<file path="src/rtl/fifo_transfer_scheduler.sv">
// Schedules interface-FIFO transfers for ifmap/filter/bias loads and psum writeback:
// arbitration, path selects, address-load pulse, throttled word issue and drain counting.
module fifo_transfer_scheduler #(
  parameter int ADDR_WIDTH = 20,
  parameter int LEN_WIDTH  = 16
) (
  input  logic                  core_clk,
  input  logic                  core_reset,
  input  logic                  req_ifmap,
  input  logic                  req_filter,
  input  logic                  req_bias,
  input  logic                  req_wb,
  input  logic [ADDR_WIDTH-1:0] addr_ifmap,
  input  logic [ADDR_WIDTH-1:0] addr_filter,
  input  logic [ADDR_WIDTH-1:0] addr_bias,
  input  logic [ADDR_WIDTH-1:0] addr_wb,
  input  logic [LEN_WIDTH-1:0]  len_ifmap,
  input  logic [LEN_WIDTH-1:0]  len_filter,
  input  logic [LEN_WIDTH-1:0]  len_bias,
  input  logic [LEN_WIDTH-1:0]  len_wb,
  input  logic                  wfull,
  input  logic                  drain_ack,
  output logic                  done_ifmap,
  output logic                  done_filter,
  output logic                  done_bias,
  output logic                  done_wb,
  output logic                  direct_back_path,
  output logic [1:0]            ifmap_filter,
  output logic                  ifmap_bias,
  output logic [ADDR_WIDTH-1:0] base_address,
  output logic                  transfer,
  output logic                  read_from_dram,
  output logic                  read_from_glb,
  output logic                  rinc_to_glb,
  output logic                  rinc_to_dram,
  output logic                  dram_w_en,
  output logic                  busy
);

  typedef enum logic [2:0] {IDLE, GRANT, SETUP, RUN, DRAIN, DONE} state_t;

  localparam logic [1:0] ID_IFMAP  = 2'd0;
  localparam logic [1:0] ID_FILTER = 2'd1;
  localparam logic [1:0] ID_BIAS   = 2'd2;
  localparam logic [1:0] ID_WB     = 2'd3;

  state_t                 state, next_state;
  logic [1:0]             grant_id, rr_ptr, arb_id;
  logic [1:0]             cand0, cand1, cand2;
  logic                   arb_valid;
  logic [2:0]             req_load;
  logic [ADDR_WIDTH-1:0]  arb_addr;
  logic [LEN_WIDTH-1:0]   arb_len, len_q, issued, drained;
  logic                   issue, drain_en, is_wb;

  function automatic logic [1:0] next_load(input logic [1:0] id);
    return (id == ID_BIAS) ? ID_IFMAP : id + 2'd1;
  endfunction

  // Writeback wins outright; loads rotate starting at the round-robin pointer.
  always_comb begin
    req_load  = {req_bias, req_filter, req_ifmap};
    cand0     = rr_ptr;
    cand1     = next_load(cand0);
    cand2     = next_load(cand1);
    arb_valid = 1'b1;
    arb_id    = ID_WB;
    if (req_wb)              arb_id = ID_WB;
    else if (req_load[cand0]) arb_id = cand0;
    else if (req_load[cand1]) arb_id = cand1;
    else if (req_load[cand2]) arb_id = cand2;
    else                      arb_valid = 1'b0;
  end

  always_comb begin
    arb_addr = addr_wb;
    arb_len  = len_wb;
    case (arb_id)
      ID_IFMAP:  begin arb_addr = addr_ifmap;  arb_len = len_ifmap;  end
      ID_FILTER: begin arb_addr = addr_filter; arb_len = len_filter; end
      ID_BIAS:   begin arb_addr = addr_bias;   arb_len = len_bias;   end
      default:   begin arb_addr = addr_wb;     arb_len = len_wb;     end
    endcase
  end

  always_ff @(posedge core_clk or negedge core_reset) begin
    if (!core_reset) state <= IDLE;
    else             state <= next_state;
  end

  always_comb begin
    next_state = state;
    case (state)
      IDLE:    if (arb_valid) next_state = GRANT;
      GRANT:   next_state = (len_q == '0) ? DONE : SETUP;
      SETUP:   next_state = RUN;
      RUN:     if (issued == len_q) next_state = DRAIN;
      DRAIN:   if (drained == len_q) next_state = DONE;
      DONE:    next_state = IDLE;
      default: next_state = IDLE;
    endcase
  end

  assign is_wb    = (grant_id == ID_WB);
  assign issue    = (state == RUN) && (issued < len_q) && !wfull;
  assign drain_en = ((state == RUN) || (state == DRAIN)) && (drained < len_q);

  // Grant data is captured on the IDLE->GRANT edge so GRANT can already test len.
  always_ff @(posedge core_clk or negedge core_reset) begin
    if (!core_reset) begin
      grant_id     <= ID_IFMAP;
      rr_ptr       <= ID_IFMAP;
      base_address <= '0;
      len_q        <= '0;
      issued       <= '0;
      drained      <= '0;
    end else begin
      if (state == IDLE && arb_valid) begin
        grant_id     <= arb_id;
        base_address <= arb_addr;
        len_q        <= arb_len;
        issued       <= '0;
        drained      <= '0;
      end else begin
        if (issue)                 issued  <= issued + 1'b1;
        if (drain_en && drain_ack) drained <= drained + 1'b1;
      end
      if (state == DONE && !is_wb) rr_ptr <= next_load(grant_id);
    end
  end

  always_comb begin
    busy             = (state != IDLE);
    direct_back_path = busy && is_wb;
    ifmap_bias       = busy && (grant_id == ID_IFMAP);
    ifmap_filter     = 2'b00;
    if (busy && grant_id == ID_FILTER) ifmap_filter = 2'b10;
    if (busy && grant_id == ID_BIAS)   ifmap_filter = 2'b01;
    transfer         = (state == SETUP);
    read_from_dram   = issue && !is_wb;
    read_from_glb    = issue && is_wb;
    rinc_to_glb      = drain_en && !is_wb;
    rinc_to_dram     = drain_en && is_wb;
    dram_w_en        = drain_en && is_wb;
    done_ifmap       = (state == DONE) && (grant_id == ID_IFMAP);
    done_filter      = (state == DONE) && (grant_id == ID_FILTER);
    done_bias        = (state == DONE) && (grant_id == ID_BIAS);
    done_wb          = (state == DONE) && (grant_id == ID_WB);
  end

endmodule

</file>
<file path="config.mk">
export PLATFORM = sky130hd
export DESIGN_NAME = fifo_transfer_scheduler
export DESIGN_NICKNAME = d
export VERILOG_FILES = /design/src/rtl/fifo_transfer_scheduler.sv
export SDC_FILE = /design/constraint.sdc
export NUM_CORES = 1
export LEC_CHECK = 0
export BUFFER_PORTS_ARGS = -buffer_cell sky130_fd_sc_hd__buf_4
export CAP_MARGIN = 30
export CORE_MARGIN = 4
export CORE_UTILIZATION = 43
export CTS_CLUSTER_SIZE = 8
export DETAILED_ROUTE_END_ITERATION = 10
export HOLD_SLACK_MARGIN = 0.03
export MAX_ROUTING_LAYER = met4
export PLACE_DENSITY = 0.83
export SYNTH_ARGS = -nofsm -noshare
export SYNTH_HDL_FRONTEND = slang
export SYNTH_SLANG_ARGS = --single-unit
export TNS_END_PERCENT = 100
</file>
<file path="constraint.sdc">
create_clock -name core_clk -period 2.36 [get_ports core_clk]
set_input_delay 0.354 -clock core_clk [delete_from_list [all_inputs] [get_ports core_clk]]
set_output_delay 0.354 -clock core_clk [all_outputs]
set_load 0.05 [all_outputs]
</file>
# Word-level counts from Yosys, hierarchy flattened
# Index checks and enable logic that the tools add are counted.
[word_totals]
inputBits = 152
regBits = 75
elab_cells = 93
[classes]
magnitude_cmp = 5
eq_ne = 17
add_sub_neg = 5
reduce_logical = 29
n_mux = 30
[op_table]
columns = ["cell", "n"]
rows = [
  ["$mux W16", 4],
  ["$pmux W20 S3", 1],
  ["$pmux W16 S3", 1],
  ["$add A16 B1 Y16 const B", 2],
  ["$eq A16 B16 Y1", 2],
  ["$lt A16 B16 Y1", 2],
  ["$logic_and A1 B1 Y1", 18],
  ["$mux W2", 9],
  ["$logic_not A16 Y1", 1],
  ["$pmux W3 S5", 1],
  ["$mux W3", 4],
  ["$eq A2 B2 Y1 const B", 5],
  ["$lt A2 B3 Y1 const B", 3],
  ["$mux W1", 7],
  ["$add A2 B1 Y2 const B", 3],
  ["$bmux W1 S2", 3],
  ["$eq A3 B2 Y1 const B", 2],
  ["$eq A3 B3 Y1 const B", 2],
  ["$ne A2 B2 Y1 const B", 3],
  ["$eq A2 B1 Y1 const B", 2],
  ["$logic_not A2 Y1", 2],
  ["$reduce_bool A2 Y1", 2],
  ["$eq A3 B1 Y1 const B", 1],
  ["$logic_not A3 Y1", 1],
  ["other kinds (4)", 5],
]

# Logic depth before layout (Yosys ltp)
# Gate-level depths: netlist (run 1).
[depth]
depth_word = 12
depth_mapped = 11
ltp_nobuf = 8

# Least setup slack after synthesis (run 1)
# OpenSTA, ideal clock, no wires.
[synth_path]
path_kind = "register to output"
from = "reg len_q[13]"
to = "out rinc_to_dram"
slack_ps = -696
arrival_time_ps = 2702
stages_incl_launch_ff = 11
required_ps = 2006
path_cell_list = "dfrtp_1 -> inv_1 -> ha_1 -> a211oi_1 -> o2bb2ai_1 -> a211oi_2 -> nand3_2 -> buf_6 -> clkbuf_1 -> nor2_1 -> buf_4"
[synth_between]
elab_chain_cells = 3
[synth_lines]
columns = ["element", "line", "rtl"]
rows = [
  ["from (decl)", "53", "logic [LEN_WIDTH-1:0] arb_len, len_q, issued, drained;"],
  ["from (signal assigned)", "121", "len_q <= arb_len;"],
  ["$lt A16 B16 Y1", "106", "assign drain_en = ((state == RUN) || (state == DRAIN)) && (drained < len_q);"],
  ["$logic_and A1 B1 Y1", "106", ""],
  ["$logic_and A1 B1 Y1", "--", ""],
  ["to (decl)", "35", "output logic rinc_to_dram,"],
]
# Every way passes these cells.

# Worst setup path in the final report (run 1)
[layout_path]
from = "reg len_q[1]"
to = "reg issued[9]"
[layout_between]
elab_chain_cells = 4
[layout_lines]
columns = ["element", "line", "rtl"]
rows = [
  ["$lt A16 B16 Y1", "105", "assign issue = (state == RUN) && (issued < len_q) && !wfull;"],
  ["$logic_and A1 B1 Y1 (2 in a row)", "105", ""],
  ["$reduce_bool A2 Y1 (no line)", "--", ""],
  ["to (signal assigned)", "125", "if (issue) issued <= issued + 1'b1;"],
  ["to (decl)", "53", ""],
]
# Every way passes these cells.
# A chain may end at the register's enable or synchronous reset.

==> results of run 1 <==
final cells by class:
type,instances,share of cell area [%]
Inverter,29,1.33
Multi-Input combinational cell,480,42.2
Clock buffer,11,2.84
Clock inverter,5,0.658
Timing Repair Buffer,281,27.8
Sequential cell,75,23.0
Tap cell,143,2.19
critical path: cells and delay by family (launching register included):
kind	cells	cell delay [ns]
AND/OR/NAND/NOR	3	1.03
buffers and inverters	3	0.39
AO/OA/AOI/OAI	3	0.61
adder cells (fa/ha/maj)	1	0.20
flip-flops	1	0.40
worst max-delay path by stage:
stage | from | end | depth (start not counted)
after floorplan | drained[13] | rinc_to_dram | 9
after global placement | len_q[1] | issued[11] | 10
after detailed placement | len_q[1] | issued[11] | 10
after CTS | len_q[1] | read_from_glb | 9
after global routing | len_q[10] | read_from_glb | 9
final | len_q[1] | issued[9] | 10
power by group through the flow:
stage	logic, W	registers (W)	clock network, W
2_1_floorplan	0.00219	0.00255	0
3_3_place_gp	0.00456	0.00198	0
3_5_place_dp	0.00467	0.00200	0
4_1_cts	0.00502	0.00200	0.00135
5_1_grt	0.00583	0.00208	0.00141
6_report	0.00551	0.00202	0.00135
cells in the final DEF (no fill, tap or decap), types with 11 or more instances in the layout:
cell type	count
a21oi_1	25
a21oi_2	14
and3_1	42
buf_4	263
dfrtp_1	74
ha_1	21
ha_4	13
inv_1	21
nand2_1	124
nand4_1	12
nor2_1	11
o21ai_0	31
o221ai_1	36
o22ai_1	15
o31ai_1	15
state kept, by name, indices dropped and copies added, names as in the netlist:
name,flops
state,3
drained,16
issued,16
grant_id,2
cand0,2
len_q,16
base_address,20
per-layer routing:
| layer | up-vias | track usage [%] | part of all wire, % | wire length, um |
|---|---|---|---|---|
| met3 | 89 | 4.99 | 7.4 | 1540 |
| li1 | 2838 | - | - | - |
| met5 | - | - | 0 | 0 |
| met2 | 358 | 48.6 | 52 | 10700 |
| met4 | 0 | 13.4 | 4.5 | 937 |
| met1 | 2955 | 34.0 | 37 | 7600 |
stage by stage:
stage / TNS (ns) / utilization (%)
global placement: -0.698 / 62.4
finish: -5.56 / 70.7
global route: -7.87 / 70.7
detailed placement: -2.01 / 62.7
CTS: -5.10 / 67.8
floorplan: -0.182 / -
timing repair:
| action | in CTS | in global routing |
|---|---|---|
| gates cloned | 1 | 1 |
| setup endpoints to repair | 30 | 34 |
| resized for setup | 42 | 50 |
| setup buffers | 11 | 10 |
| pin swaps | 26 | 26 |
kinds of logic (layout without fill, tap and decap cells):
| group | after synthesis | in the layout |
|---|---|---|
| xor gates and xnor gates | 1 | 1 |
| adders and majority gates | 34 | 34 |
| buffers and inverters | 71 | 326 |
| and+or+nand+nor | 274 | 274 |
| DFF | 75 | 75 |
| muxes | 5 | 5 |
| AOI/OAI and AO/OA | 166 | 166 |
==> reports/qor.txt, run 1 <==
RR Startpoint: len_q[1]
CP required: 2.61 ns
crit-path max FO: 7
setup ws final: -0.361 ns
total power draw: 0.00889 W
DRT iter0 DRCs: 616
ant diodes: 0
row count: 39
slowest CP cell: or4_4
post-layout min period: 2.72 ns
area delta synth->final: 59.4%
FILL cells: 774
synth cell count leaders: nand2_1 (125), dfrtp_1 (75), and3_1 (43)
P_int: 0.00475 W
share of cells above drive strength 1: 42.3%
largest net degree at the start of global routing: 46
final setup fails: 29
remaining global-route overflow: 0
maximum clock path buffer count: 2
GPL Wtd Cong: 0.935
post-synthesis mux area share: 0.975%
Root Buffer: clkbuf_16
Residual DRC: 0
H-Tree Depth: 3
Static Leak: 3.84 nW
final hold slack: 0.0255 ns
Clock transition at path regs: 0.06 ns
CP Capture Type: register
period utilization: 115%
antenna violations before repair: 0
switching share of power: 46.5%
Syn Nets: 812
sequential cell area: 1880 um^2
largest cells by area after synthesis: dfrtp_1 (37%), nand2_1 (9.1%), ha_1 (8.3%), o221ai_1 (6.1%), and3_1 (5.2%)
Power per Cell Area: 1090 nW/um^2
Clk network pwr share: 15.2%
simple-gate share of the synthesized area: 27.1%
hold buffers post-CTS: 0
part of the power in registers: 22.8%
dpl cell area: 7250 um^2
worst-margin pin slew: 0.637 ns
first-pass GRT wire length: 30.2 mm
Die Height: 117 um
Logic pwr share: 62.1%
port bufs: 186
Compound-Gate Fraction of Synth Area: 21.3%
Non-Filler Instances: 1024
Reg2Reg Depth: 10
min-delay worst type: in2async
P_sw: 0.00413 W
area taken by multi-input logic gates: 3450 um^2
critical path's largest stage delay: 0.52 ns
area share of the largest cell type after synthesis: 36.6%
Synth cell types: 47
CTS tree: built
async set or reset register ratio after synthesis: 100%
startpoint types: register
clock sink total: 75
ys flop type: dfrtp_1
Max Freq: 0.367 GHz
CTS Buf Count: 9
core area: 11600 um^2
Detailed Route WL: 20.8 mm
final net count: 1062
Mapped Avg Cell Area: 8.20 um^2
Detailed Routing Iterations Pass 1: 5
final hold viol count: 0
worst rel slew slack: 57.4%
largest family of logic cells by synthesized area: simple AND/OR/NAND/NOR gates
worst vdd ir: 656 uV
design area: 8180 um^2
Initial Utilization: 44.4%
CP Cell Sequence: inv_2, ha_4, nor2b_4, o211ai_1, a21oi_4, or3_4, buf_12, buf_4, or4_4, a21oi_2
Antenna Nets Post-Route: 0
Mapped Cells: 626
CP Class: reg2reg
I/O pins: 187
Seq cells post-synth: 75
outcome: finished, violations left
Final HPWL DP: 13.7 mm
setup slack at placement: -0.187 ns
post-synthesis sequential area ratio: 36.6%
Max Cap Violations: 0
Die ar.: 13700 um^2
Critical Path AT: 2.97 ns
synthesized area: 5130 um^2
Post-Synth XOR/XNOR Area: 0.171%
Synth Warn #: 0
Slew Viols, Final: 0
Inst Count DP: 987
RSZ-0062 raised after global routing: true
adder-cell share of the synthesized area: 8.29%
total number of vias: 6240
Worst-Skew Late Latency: 0.33 ns
Die X: 117 um
GRT Total Usage: 29.0%
vias in the first global route: 6127
Via density: 6.09
worst r2r dst: issued[9]
EDFF count, synth: 0
WL/cell: 20.3 um
worst reg-to-reg setup slack: -0.36 ns
top-count cell post-synth: nand2_1
dominant cell type by area after synthesis: dfrtp_1
failing checks: setup timing
Clock Skew: 0.00990 ns
No activity file was read; power rests on OpenSTA's default activity.
==> inputs of run 2 (changes only) <==
CORE_MARGIN = 3   (was 4)
==> run 2 against run 1 <==
Compared with the run above: the flow still finishes with violations (setup timing); sequential cell count stayed put; clock power rose by 16%; design area is 2.5% lower; total power is 2.9% lower; fmax fell by 0.39%; cell count decreased by 1.6%; clock-buffer cell count shrank 1; register-to-register slack improved by 0.17 ns; largest cell class unchanged; critical endpoint is now rinc_to_dram; highest routed layer unchanged; clock skew shrank 0.0026 ns; critical path type is now reg2out.
==> reports/qor.txt, run 2 (synthesis results as in run 1) <==
Power per Cell Area: 1080 nW/um^2
Residual DRC: 0
GRT Total Usage: 29.0%
CP Class: reg2out
HP Start: len_wb[8]
part of the power in registers: 23.3%
Max Cap Violations: 0
WL/cell: 19.0 um
total number of vias: 5953
min-delay worst type: in2reg
vias in the first global route: 5933
Clock transition at path regs: 0.06 ns
max reg flops: 20
Clk network pwr share: 18.2%
design area: 7970 um^2
row count: 39
leading cell type in the layout, fill and taps excluded: buf_4
first-pass GRT wire length: 29.3 mm
crit path launch: len_q[13]
switching share of power: 46.0%
Detailed Route WL: 19.2 mm
Static Leak: 3.76 nW
maximum clock path buffer count: 2
P_int: 0.00466 W
worst-margin pin slew: 0.647 ns
remaining global-route overflow: 0
Max Freq: 0.366 GHz
Via density: 5.91
failing checks: setup timing
Slew Viols, Final: 0
P_sw: 0.00397 W
outcome: finished, violations left
CTS Buf Count: 9
CP Capture Type: primary output
Die ar.: 13300 um^2
Largest Register: base_address
CTS tree: built
Die Height: 115 um
Final HPWL DP: 13.5 mm
Initial Utilization: 44.4%
worst rel slew slack: 55.8%
final setup fails: 26
Antenna Nets Post-Route: 0
most frequent cells in the layout: buf_4 (245), nand2_1 (124), dfrtp_1 (75)
area delta synth->final: 55.4%
I/O pins: 187
DRT iter0 DRCs: 558
Clock Skew: 0.00729 ns
core area: 11600 um^2
Worst-Skew Late Latency: 0.35 ns
largest net degree at the start of global routing: 54
ant diodes: 0
GPL Wtd Cong: 0.900
RSZ-0062 raised after global routing: true
CP required: 2.01 ns
RR Startpoint: len_q[7]
period utilization: 116%
port bufs: 186
clock sink total: 75
setup ws final: -0.372 ns
worst vdd ir: 777 uV
FILL cells: 854
Critical Path AT: 2.38 ns
share of cells above drive strength 1: 39.4%
crit-path max FO: 3
final net count: 1046
Die X: 115 um
Logic pwr share: 58.5%
Detailed Routing Iterations Pass 1: 8
antenna violations before repair: 0
final core occ: 68.9%
final hold viol count: 0
startpoint types: register
Root Buffer: clkbuf_16
dpl cell area: 7130 um^2
post-layout min period: 2.73 ns
H-Tree Depth: 3
[run 2: cell types whose count changed in the layout (fill, tap and decap cells not counted), sizes merged]
cell,previous run,this run
dlygate4sd3,0,1
bufinv,1,2
clkbuf,12,10
clkinv,4,2
buf,280,264
inv,29,31
[run 2: final timing paths]
path / endpoint / slack [ns] / depth (start not counted)
setup / recovery: rinc_to_dram / -0.37 / 10
hold / removal: len_q[8] / 0.32 / 3
setup reg to reg: issued[13] / -0.19 / 10
hold reg to reg: base_address[9] / 0.48 / 2
max in group asynchronous: base_address[12] / 1.18 / 3
min in group asynchronous: issued[12] / 0.56 / 2
[run 2: area by class of cell]
type / instances / area (um^2) / share of cell area [%]
multi-input combinational: 480 / 3350 / 42.0
timing repair buffer: 265 / 2130 / 26.7
sequential: 75 / 1880 / 23.5
clock buffer: 10 / 239 / 3.00
tap: 143 / 179 / 2.24
inverter: 29 / 109 / 1.37
clock inverter: 6 / 95.1 / 1.19
[run 2: per-stage QoR]
step / setup TNS (ns) / cells / hold WS (ns) / total power (W) / worst slack [ns]
global route: -5.70 / 1008 / 0.330 / 0.00909 / -0.399
floorplan: -0.182 / 626 / 0.0584 / 0.00474 / -0.0734
CTS: -3.57 / 1004 / 0.315 / 0.00833 / -0.255
global placement: -0.326 / 974 / 0.387 / 0.00633 / -0.0755
detailed placement: -0.959 / 975 / 0.380 / 0.00643 / -0.111
finish: -3.89 / 1008 / 0.323 / 0.00863 / -0.372
[run 2: metal layers]
| layer | vias to the layer above | GRT usage (%) | wire length (um) |
|---|---|---|---|
| li1 | 2799 | - | - |
| met1 | 2832 | 34.3 | 7330 |
| met2 | 249 | 48.2 | 9730 |
| met3 | 73 | 5.26 | 1200 |
| met4 | 0 | 12.7 | 927 |
| met5 | - | - | 0 |
[run 2: power by group through the flow]
| stage | clock (W) | combinational (W) | sequential [W] |
|---|---|---|---|
| after detailed placement | 0 | 0.00442 | 0.00201 |
| final | 0.00157 | 0.00505 | 0.00201 |
| after global routing | 0.00162 | 0.00542 | 0.00206 |
| after floorplan | 0 | 0.00219 | 0.00255 |
| after global placement | 0 | 0.00434 | 0.00199 |
| after CTS | 0.00157 | 0.00476 | 0.00200 |
[run 2: worst max-delay path: stages, from the launching register on]
cell and delay [ns]:
dfrtp_1 0.39, inv_2 0.09, buf_6 0.11, ha_4 0.21, a211oi_4 0.23, o2bb2ai_2 0.10
a211oi_2 0.24, nand3_2 0.16, buf_6 0.17, nor2_4 0.14, buf_6 0.18
[run 2: what timing repair did]
item / CTS / global route
buffers inserted: 12 / 6
gates resized for setup: 39 / 37
endpoints found under the hold margin: 40 / 0
hold buffers: 1 / 0
pin swaps: 26 / 22
endpoints found under the setup margin: 25 / 29
gates cloned: 1 / 0
